<file path="src/rtl/ibuf_banked_queue_pkg.sv">
// Shared frontend definitions for the instruction buffer.
// Holds the instruction-entry layout carried through the buffer and the
// default geometry used by ibuf_banked_queue.
package ibuf_banked_queue_pkg;

    // One fetched instruction plus the fetch-side metadata travelling with it.
    typedef struct packed {
        logic [31:0] instr;
        logic [3:0]  fsq_idx;
        logic [4:0]  fsq_off;
        logic        page_fault;
        logic        access_fault;
    } ibuf_entry_t;

    localparam int IBUF_DATA_W   = 64;
    localparam int IBUF_BANKS    = 4;
    localparam int IBUF_DEPTH    = 16;
    localparam int IBUF_WR_WIDTH = 4;
    localparam int IBUF_RD_WIDTH = 4;

endpackage

</file>
<file path="src/rtl/ibuf_banked_queue_bank.sv">
// ibuf_bank: one storage bank of the instruction buffer.
// Ports:
//   clk    - clock; the write port updates on its rising edge
//   we     - write enable
//   waddr  - write row
//   wdata  - write data
//   raddr  - read row (asynchronous read)
//   rdata  - contents of row raddr
// Storage is deliberately not reset; occupancy is tracked by the owner.
module ibuf_bank #(
    parameter int DATA_W = 64,
    parameter int ROWS   = 4,
    parameter int ADDR_W = 2
) (
    input  logic              clk,
    input  logic              we,
    input  logic [ADDR_W-1:0] waddr,
    input  logic [DATA_W-1:0] wdata,
    input  logic [ADDR_W-1:0] raddr,
    output logic [DATA_W-1:0] rdata
);

    logic [DATA_W-1:0] mem [ROWS];

    always_ff @(posedge clk) begin
        if (we) begin
            mem[waddr] <= wdata;
        end
    end

    assign rdata = mem[raddr];

endmodule

</file>
<file path="src/rtl/ibuf_banked_queue.sv">
// ibuf_banked_queue: multi-ported instruction buffer built from BANKS
// single-write/single-read banks. Logical entry p lives in bank p mod BANKS,
// row p / BANKS, so any run of up to BANKS consecutive entries touches each
// bank at most once.
// Ports:
//   clk, rst  - clock, synchronous active-high reset
//   flush     - discard all contents (frontend redirect)
//   in_valid  - enqueue request of in_num entries from in_data (slot 0 oldest)
//   in_ready  - at least WR_WIDTH entries free (from registered count only)
//   out_valid - prefix mask of presented entries
//   out_data  - entry head+k on slot k, combinational from registered state
//   out_take  - entries consumed this cycle
//   count     - occupied entries
module ibuf_banked_queue
    import ibuf_banked_queue_pkg::*;
#(
    parameter int DATA_W   = IBUF_DATA_W,
    parameter int BANKS    = IBUF_BANKS,
    parameter int DEPTH    = IBUF_DEPTH,
    parameter int WR_WIDTH = IBUF_WR_WIDTH,
    parameter int RD_WIDTH = IBUF_RD_WIDTH
) (
    input  logic                           clk,
    input  logic                           rst,
    input  logic                           flush,
    input  logic                           in_valid,
    input  logic [$clog2(WR_WIDTH):0]      in_num,
    input  logic [WR_WIDTH*DATA_W-1:0]     in_data,
    output logic                           in_ready,
    output logic [RD_WIDTH-1:0]            out_valid,
    output logic [RD_WIDTH*DATA_W-1:0]     out_data,
    input  logic [$clog2(RD_WIDTH):0]      out_take,
    output logic [$clog2(DEPTH):0]         count
);

    localparam int PW   = $clog2(DEPTH);
    localparam int CW   = PW + 1;
    localparam int BW   = $clog2(BANKS);
    localparam int ROWS = DEPTH / BANKS;
    localparam int RW   = (ROWS > 1) ? $clog2(ROWS) : 1;

    logic [PW-1:0]     head;
    logic [PW-1:0]     tail;
    logic [RW-1:0]     wr_row      [BANKS];
    logic [RW-1:0]     rd_row      [BANKS];

    logic              enq;
    logic [DATA_W-1:0] slot_data   [BANKS];
    logic [BW-1:0]     wr_off      [BANKS];
    logic [BW-1:0]     rd_off      [BANKS];
    logic              bank_we     [BANKS];
    logic              bank_pop    [BANKS];
    logic [DATA_W-1:0] bank_wdata  [BANKS];
    logic [DATA_W-1:0] bank_rdata  [BANKS];
    logic [BW-1:0]     rd_sel      [RD_WIDTH];

    assign in_ready = (count <= CW'(DEPTH - WR_WIDTH));
    assign enq      = in_valid && in_ready && !flush;

    // Input slots padded out to BANKS so the crossbar index is always legal.
    for (genvar gi = 0; gi < BANKS; gi++) begin : g_slot
        if (gi < WR_WIDTH) begin : g_live
            assign slot_data[gi] = in_data[gi*DATA_W +: DATA_W];
        end else begin : g_pad
            assign slot_data[gi] = '0;
        end
    end

    // Write crossbar rotates by tail mod BANKS; read-pointer advance rotates
    // by head mod BANKS. A bank's offset from the pointer says which input
    // slot (or which dequeued entry) maps onto it this cycle.
    always_comb begin
        for (int b = 0; b < BANKS; b++) begin
            wr_off[b]     = BW'(b) - tail[BW-1:0];
            rd_off[b]     = BW'(b) - head[BW-1:0];
            bank_we[b]    = enq && (32'(wr_off[b]) < 32'(in_num));
            bank_pop[b]   = 32'(rd_off[b]) < 32'(out_take);
            bank_wdata[b] = slot_data[wr_off[b]];
        end
    end

    for (genvar gb = 0; gb < BANKS; gb++) begin : g_bank
        ibuf_bank #(
            .DATA_W (DATA_W),
            .ROWS   (ROWS),
            .ADDR_W (RW)
        ) u_bank (
            .clk   (clk),
            .we    (bank_we[gb] && !rst),
            .waddr (wr_row[gb]),
            .wdata (bank_wdata[gb]),
            .raddr (rd_row[gb]),
            .rdata (bank_rdata[gb])
        );
    end

    // Output slot k reads the bank holding logical entry head+k.
    always_comb begin
        out_data  = '0;
        out_valid = '0;
        for (int k = 0; k < RD_WIDTH; k++) begin
            rd_sel[k]                      = head[BW-1:0] + BW'(k);
            out_data[k*DATA_W +: DATA_W]   = bank_rdata[rd_sel[k]];
            out_valid[k]                   = 32'(count) > k;
        end
    end

    always_ff @(posedge clk) begin
        if (rst || flush) begin
            head  <= '0;
            tail  <= '0;
            count <= '0;
            for (int b = 0; b < BANKS; b++) begin
                wr_row[b] <= '0;
                rd_row[b] <= '0;
            end
        end else begin
            if (enq) begin
                tail <= tail + PW'(in_num);
            end
            head  <= head + PW'(out_take);
            count <= count + (enq ? CW'(in_num) : CW'(0)) - CW'(out_take);
            for (int b = 0; b < BANKS; b++) begin
                if (bank_we[b]) begin
                    wr_row[b] <= wr_row[b] + RW'(1);
                end
                if (bank_pop[b]) begin
                    rd_row[b] <= rd_row[b] + RW'(1);
                end
            end
        end
    end

endmodule

</file>
<file path="config.mk">
export PLATFORM = sky130hd
export DESIGN_NAME = ibuf_banked_queue
export DESIGN_NICKNAME = d
export VERILOG_FILES = /design/src/rtl/ibuf_banked_queue_pkg.sv /design/src/rtl/ibuf_banked_queue_bank.sv /design/src/rtl/ibuf_banked_queue.sv
export SDC_FILE = /design/constraint.sdc
export NUM_CORES = 1
export LEC_CHECK = 0
export ABC_CLOCK_PERIOD_IN_PS = 9450
export CORE_ASPECT_RATIO = 1.5
export CORE_MARGIN = 2
export CORE_UTILIZATION = 50
export DETAILED_ROUTE_END_ITERATION = 12
export GPL_TIMING_DRIVEN = 0
export PLACE_DENSITY = 0.79
export SKIP_LAST_GASP = 1
export SLEW_MARGIN = 20
export SYNTH_ARGS = -nofsm -noshare
export SYNTH_HDL_FRONTEND = slang
export SYNTH_HIERARCHICAL = 1
export SYNTH_SLANG_ARGS = --single-unit
</file>
<file path="constraint.sdc">
create_clock -name clk -period 9.45 [get_ports clk]
set_input_delay 0.945 -clock clk [delete_from_list [all_inputs] [get_ports clk]]
set_output_delay 0.945 -clock clk [all_outputs]
set_load 0.05 [all_outputs]
</file>
Word level (Yosys, flattened, before mapping)

Memories as Yosys holds them, arrays and structs flattened.
Cells that the tools add are included.

Reductions and logical operators: 13
$lt $le $gt $ge: 21
$add $sub $neg: 23
Bitwise logic cells: 16
Mux-type cells: 67

Operators with widths:

| kind                                                                            | count |
|---|---|
| 64-bit binary-select mux with 2-bit select                                      | 8 |
| 64-bit two-way mux                                                              | 16 |
| 1-bit two-way mux                                                               | 34 |
| 3-bit greater-or-equal comparator, second input constant                        | 8 |
| 2-bit by 3-bit < comparator with 1-bit output                                   | 8 |
| 2-bit inverter with 3-bit output                                                | 8 |
| 2-bit by 1-bit adder with 2-bit output, second input constant                   | 9 |
| 2-bit two-way mux                                                               | 8 |
| 5-bit by 1-bit greater-than comparator with 1-bit output, second input constant | 2 |
| 5-bit by 2-bit greater-than comparator with 1-bit output, second input constant | 2 |
| 1-bit logical AND                                                               | 10 |
| 4-bit by 3-bit adder with 4-bit output                                          | 2 |
| 1-bit OR                                                                        | 8 |
| 1-bit by 2-bit subtractor with 2-bit output, first input constant               | 4 |
| 2-bit subtractor, first input constant                                          | 4 |
| 5-bit by 3-bit adder with 5-bit output                                          | 1 |
| 5-bit by 4-bit <= comparator with 1-bit output, second input constant           | 1 |
| 5-bit by 3-bit subtractor with 5-bit output                                     | 1 |
| 2-bit adder, second input constant                                              | 2 |
| 3-bit two-way mux                                                               | 1 |
| 1-bit zero test                                                                 | 2 |
| 1-bit logical OR                                                                | 1 |

Output and inout port bits: 266
Input bits: 266
Memory bits (writable): 1040
Word-level logic and storage cells: 149
Bits in registers: 13
Memories kept: 6

Memories:

| name                 | words | bits a word | rd ports | clocked after memory_dff | wr ports | line                         | source |
|---|---|---|---|---|---|---|---|
| g_bank[0].u_bank.mem | 4     | 64          | 1        | 0                        | 1        | ibuf_banked_queue_bank.sv:23 | `logic [DATA_W-1:0] mem [ROWS];` |
| g_bank[1].u_bank.mem | 4     | 64          | 1        | 0                        | 1        | ibuf_banked_queue_bank.sv:23 |  |
| g_bank[2].u_bank.mem | 4     | 64          | 1        | 0                        | 1        | ibuf_banked_queue_bank.sv:23 |  |
| g_bank[3].u_bank.mem | 4     | 64          | 1        | 0                        | 1        | ibuf_banked_queue_bank.sv:23 |  |
| rd_row               | 4     | 2           | 4        | 0                        | 4        | ibuf_banked_queue.sv:45      | `logic [RW-1:0] rd_row [BANKS];` |
| wr_row               | 4     | 2           | 4        | 0                        | 4        | ibuf_banked_queue.sv:44      | `logic [RW-1:0] wr_row [BANKS];` |

Longest topological paths before layout

Depth in word-level cells: 8
Depth in mapped cells: 13

Cells and area by module

The synthesis kept the hierarchy.

Modules (own cells, without submodules):

| module            | seq. area each (um^2) | cells each | area an instance (um^2) | instances |
|---|---|---|---|---|
| ibuf_bank         | 7687.4                | 338        | 9341.5                  | 4 |
| ibuf_banked_queue | 660.6                 | 807        | 13870.8                 | 1 |

Worst setup path before layout

Ideal clock, no wire load.

Path kind: input port to flip-flop
Start point: in flush
End point: mem g_bank[0].u_bank.mem[0][0] (enable)
Data required time: 8872 ps
Cell stages on the path: 5
Setup slack: 2100 ps
Arrival: 6772 ps
Cells stage by stage: or3b_2 -> a211o_1 -> buf_6 -> nor2_1 -> nor3b_1

Longest elaborated chain between the ends: 6

Ends and longest elaborated chain:

| element                                 | line                         | source |
|---|---|---|
| start: declaration                      | ibuf_banked_queue.sv:25      | `input logic flush,` |
| 1-bit zero test                         | ibuf_banked_queue.sv:58      | `assign enq = in_valid && in_ready && !flush;` |
| 1-bit logical AND                       | ibuf_banked_queue.sv:58      |  |
| 1-bit logical AND                       | ibuf_banked_queue.sv:76      | `bank_we[b] = enq && (32'(wr_off[b]) < 32'(in_num));` |
| 1-bit logical AND                       | ibuf_banked_queue.sv:89      | `.we (bank_we[gb] && !rst),` |
| 1-bit two-way mux                       | ibuf_banked_queue_bank.sv:26 | `if (we) begin` |
| 1-bit two-way mux (implied by the code) | ibuf_banked_queue_bank.sv:27 | `mem[waddr] <= wdata;` |
| end: declaration                        | ibuf_banked_queue_bank.sv:23 |  |

Every way passes these cells.

Worst setup path in the final report

Start point: reg head[0]
End point: out out_data[189]

Longest elaborated chain between the ends: 5

Ends and longest elaborated chain:

| element                                                | line                     | source |
|---|---|---|
| start: declaration                                     | ibuf_banked_queue.sv:42  | `logic [PW-1:0] head;` |
| start signal: assignment                               | ibuf_banked_queue.sv:121 | `head <= head + PW'(out_take);` |
| 2-bit adder                                            | ibuf_banked_queue.sv:102 | `rd_sel[k] = head[BW-1:0] + BW'(k);` |
| 2-bit inverter with 3-bit output (implied by the code) | ibuf_banked_queue.sv:103 | `out_data[k*DATA_W +: DATA_W] = bank_rdata[rd_sel[k]];` |
| 64-bit binary-select mux with 2-bit select             | ibuf_banked_queue.sv:103 |  |
| 64-bit two-way mux (implied by the code) (2 in series) | ibuf_banked_queue.sv:103 |  |
| end: declaration                                       | ibuf_banked_queue.sv:31  | `output logic [RD_WIDTH*DATA_W-1:0] out_data,` |

Every way passes these cells. The select of a mux whose other input is x is not followed.

==> impl_metrics.json <==
{
  "synth.top_cell.area_share": 0.610,
  "yosys_most_used_dff": "edfxtp_1",
  "max_slew_margin": 0.261,
  "grt_max_degree": 35,
  "cpMostUsedCell": "buf_2",
  "die_area_sq_um": 105000,
  "rsz0062_at_grt": "false",
  "cts_tree": "yes",
  "grt_antenna_before_repair": 19,
  "p_int_mw": 8.60,
  "p_comb_frac": 0.232,
  "crit_chain": "buf_2, clkbuf_1, buf_2, mux4_2, clkdlybuf4s50_1",
  "setup_viol": 0,
  "cp.arrival_ns": 4.20,
  "ir_drop_mv": 0.131,
  "port-buffer-count": 531,
  "drtIter0Drc": 3649,
  "hpwl_mm": 118,
  "wl_per_cell_um": 39.1,
  "ys_top_cells_by_area": "edfxtp_1, mux4_2, buf_2",
  "drive_above_1_share": 0.397,
  "path_buf_inv": 4,
  "io_pins": 532,
  "period_share": 0.544,
  "setup_tns_ns": 0,
  "final_nets": 3140,
  "post-synth-top-count-cell": "edfxtp_1",
  "final_cells": 4250,
  "synthArstFlopShare": 0,
  "drv_cap": 0,
  "p_clk_frac": 0.330,
  "cts_buffers": 94,
  "synth_edf_count": 1040,
  "start_util": 0.505,
  "hold_path.class": "reg -> reg",
  "p_leak_nw": 19.2,
  "path_delay_family": "buffers and inverters",
  "tightest_slew_ns": 1.11,
  "clock-root-buffer": "clkbuf_16",
  "clkTransAtPathRegs_ns": 0.07,
  "dpl_cell_area_sq_um": 59100,
  "grt_pass1_vias": 31100,
  "cts_setup_buffers": 0,
  "clk_path_buf_depth": 3,
  "die_h_um": 396,
  "finalInstanceArea_sq_um": 62300,
  "final_util": 0.614,
  "drc": 0,
  "synth_area_per_cell_sq_um": 23.7,
  "ctsHoldBuffers": 0,
  "finalHoldWorstSlack_ns": 0.631,
  "start_kind": "register",
  "required_ns": 8.51,
  "grt_pass1_wl_mm": 231,
  "endpoint_kind": "primary output",
  "seq_area_frac_synth": 0.613,
  "netlist_top_cells_count": "edfxtp_1, mux4_2, buf_2",
  "htreeDepth": 3,
  "grt-ovfl-total": 0,
  "finalHoldViolCount": 0,
  "synth_seq_cells": 1049,
  "gr-usage-all-layers": 0.319,
  "min_period_ns": 5.14,
  "p_sw_mw": 3.46,
  "numClockSinks": 1049,
  "syn_to_final_growth_pct": 21.6,
  "path_class": "reg -> out",
  "swShare": 0.287,
  "die_w_um": 265,
  "crit_fanout": 10,
  "synth_cells": 2159,
  "worst_path_largest_cell_delay_ns": 0.83,
  "yosysUniqueCellTypes": 41,
  "slowest_stage": "clkbuf_1",
  "fin_skew_ns": 0.0198,
  "clock_latency_ns": 0.71,
  "cts_resized": 0,
  "first_pass_iters": 5,
  "power_density_nw_per_um2": 194,
  "synth.net_count": 2450,
  "max_clock_freq_ghz": 0.194,
  "synth_top_cell_by_area": "edfxtp_1",
  "place_inst": 4058,
  "rows": 143,
  "synth_area_sq_um": 51200,
  "routed_wl_mm": 166,
  "status": "complete, no violations",
  "ant_nets": 0,
  "yosysWarnings": 6,
  "place.gp.congestion": 0.882,
  "vias": 30300,
  "vias_per_cell": 7.12,
  "core_area_sq_um": 101000,
  "drv_slew": 0,
  "p_seq_frac": 0.438
}
cell usage in the layout, fill, tap and decap left out, types with 5 or more instances in the layout:
| cell | instances |
|---|---|
| mux4_2 | 752 |
| bufinv_16 | 13 |
| inv_6 | 6 |
| ha_1 | 22 |
| a21oi_1 | 9 |
| clkinvlp_4 | 10 |
| buf_4 | 37 |
| clkbuf_16 | 96 |
| buf_16 | 12 |
| buf_12 | 31 |
| nand2_1 | 6 |
| diode_2 | 17 |
| clkbuf_2 | 5 |
| o21ai_0 | 5 |
| xnor2_1 | 10 |
| clkbuf_1 | 18 |
| o21ba_2 | 5 |
| mux4_1 | 16 |
| buf_2 | 131 |
| edfxtp_1 | 1040 |
| and3b_4 | 8 |
| nor2_1 | 14 |
| buf_6 | 14 |
| clkinv_2 | 20 |
| clkdlybuf4s50_1 | 531 |
| nor3_2 | 6 |
| clkinv_1 | 12 |
| dfxtp_1 | 9 |
| nor3_1 | 9 |
| inv_1 | 23 |
layer usage:
metal	track usage	wire length [um]	up-vias
met4	0.186	10900	16
met2	0.550	86300	2469
li1	-	-	11300
met3	0.0631	17300	515
met5	0	102	-
met1	0.373	51600	16000
cells by family (layout without fill, tap and decap cells):
| family | count (synthesis) | count (layout) | share of synthesized area |
|---|---|---|---|
| adder cells (fa/ha/maj) | 25 | 25 | 0.00654 |
| AND/OR/NAND/NOR | 69 | 69 | 0.00828 |
| buffers and inverters | 199 | 968 | 0.0264 |
| AO/OA/AOI/OAI | 34 | 34 | 0.00440 |
| multiplexers | 770 | 770 | 0.339 |
| other | 0 | 17 | 0 |
| flip-flops | 1049 | 1049 | 0.613 |
| XOR/XNOR | 13 | 13 | 0.00222 |
registers in the layout, summed over array words and instances, names as in the netlist:
register and cells:
head 2, count 5, g_bank.u_bank/mem 1024, tail 2
wr_row 8, rd_row 8
worst paths after layout:
| path | startpoint | endpoint | slack (ns) | depth (start not counted) |
|---|---|---|---|---|
| min reg2reg | rd_row[0][0]$_SDFFCE_PN0P_ | rd_row[0][0]$_SDFFCE_PN0P_ | 0.63 | 1 |
| max | head[0]$_SDFF_PP0_ | out_data[189] | 4.31 | 5 |
| min | rd_row[0][0]$_SDFFCE_PN0P_ | rd_row[0][0]$_SDFFCE_PN0P_ | 0.63 | 1 |
| max reg2reg | tail[0]$_SDFFE_PP0N_ | g_bank[0].u_bank/mem[0][32]$_DFFE_PP_ | 4.67 | 15 |
metrics by stage:
stage	power, mW	setup slack [ns]
after detailed placement	8.15	4.65
final	12.1	4.31
after global placement	8.08	-5.17
after floorplan	7.15	2.10
after global routing	12.3	4.30
after CTS	12.1	4.34
power by group through the flow:
stage / clock network (mW) / registers, mW / logic [mW]
2_1_floorplan: 0 / 5.39 / 1.76
3_3_place_gp: 0 / 5.40 / 2.68
3_5_place_dp: 0 / 5.39 / 2.77
4_1_cts: 4.00 / 5.29 / 2.78
5_1_grt: 4.16 / 5.29 / 2.87
6_report: 3.98 / 5.29 / 2.80
cell type report:
cell class / count / area, sq um
diodes: 17 / 42.5
plain buffers: 176 / 1270
clock buffers: 109 / 2450
clock inverters: 66 / 714
fillers: 6741 / 39200
inverters: 23 / 86.3
multi-input cells: 911 / 18500
flip-flops and latches: 1049 / 31400
well taps: 1305 / 1630
repair buffers: 594 / 6150
(Power assumes the default switching activity.)
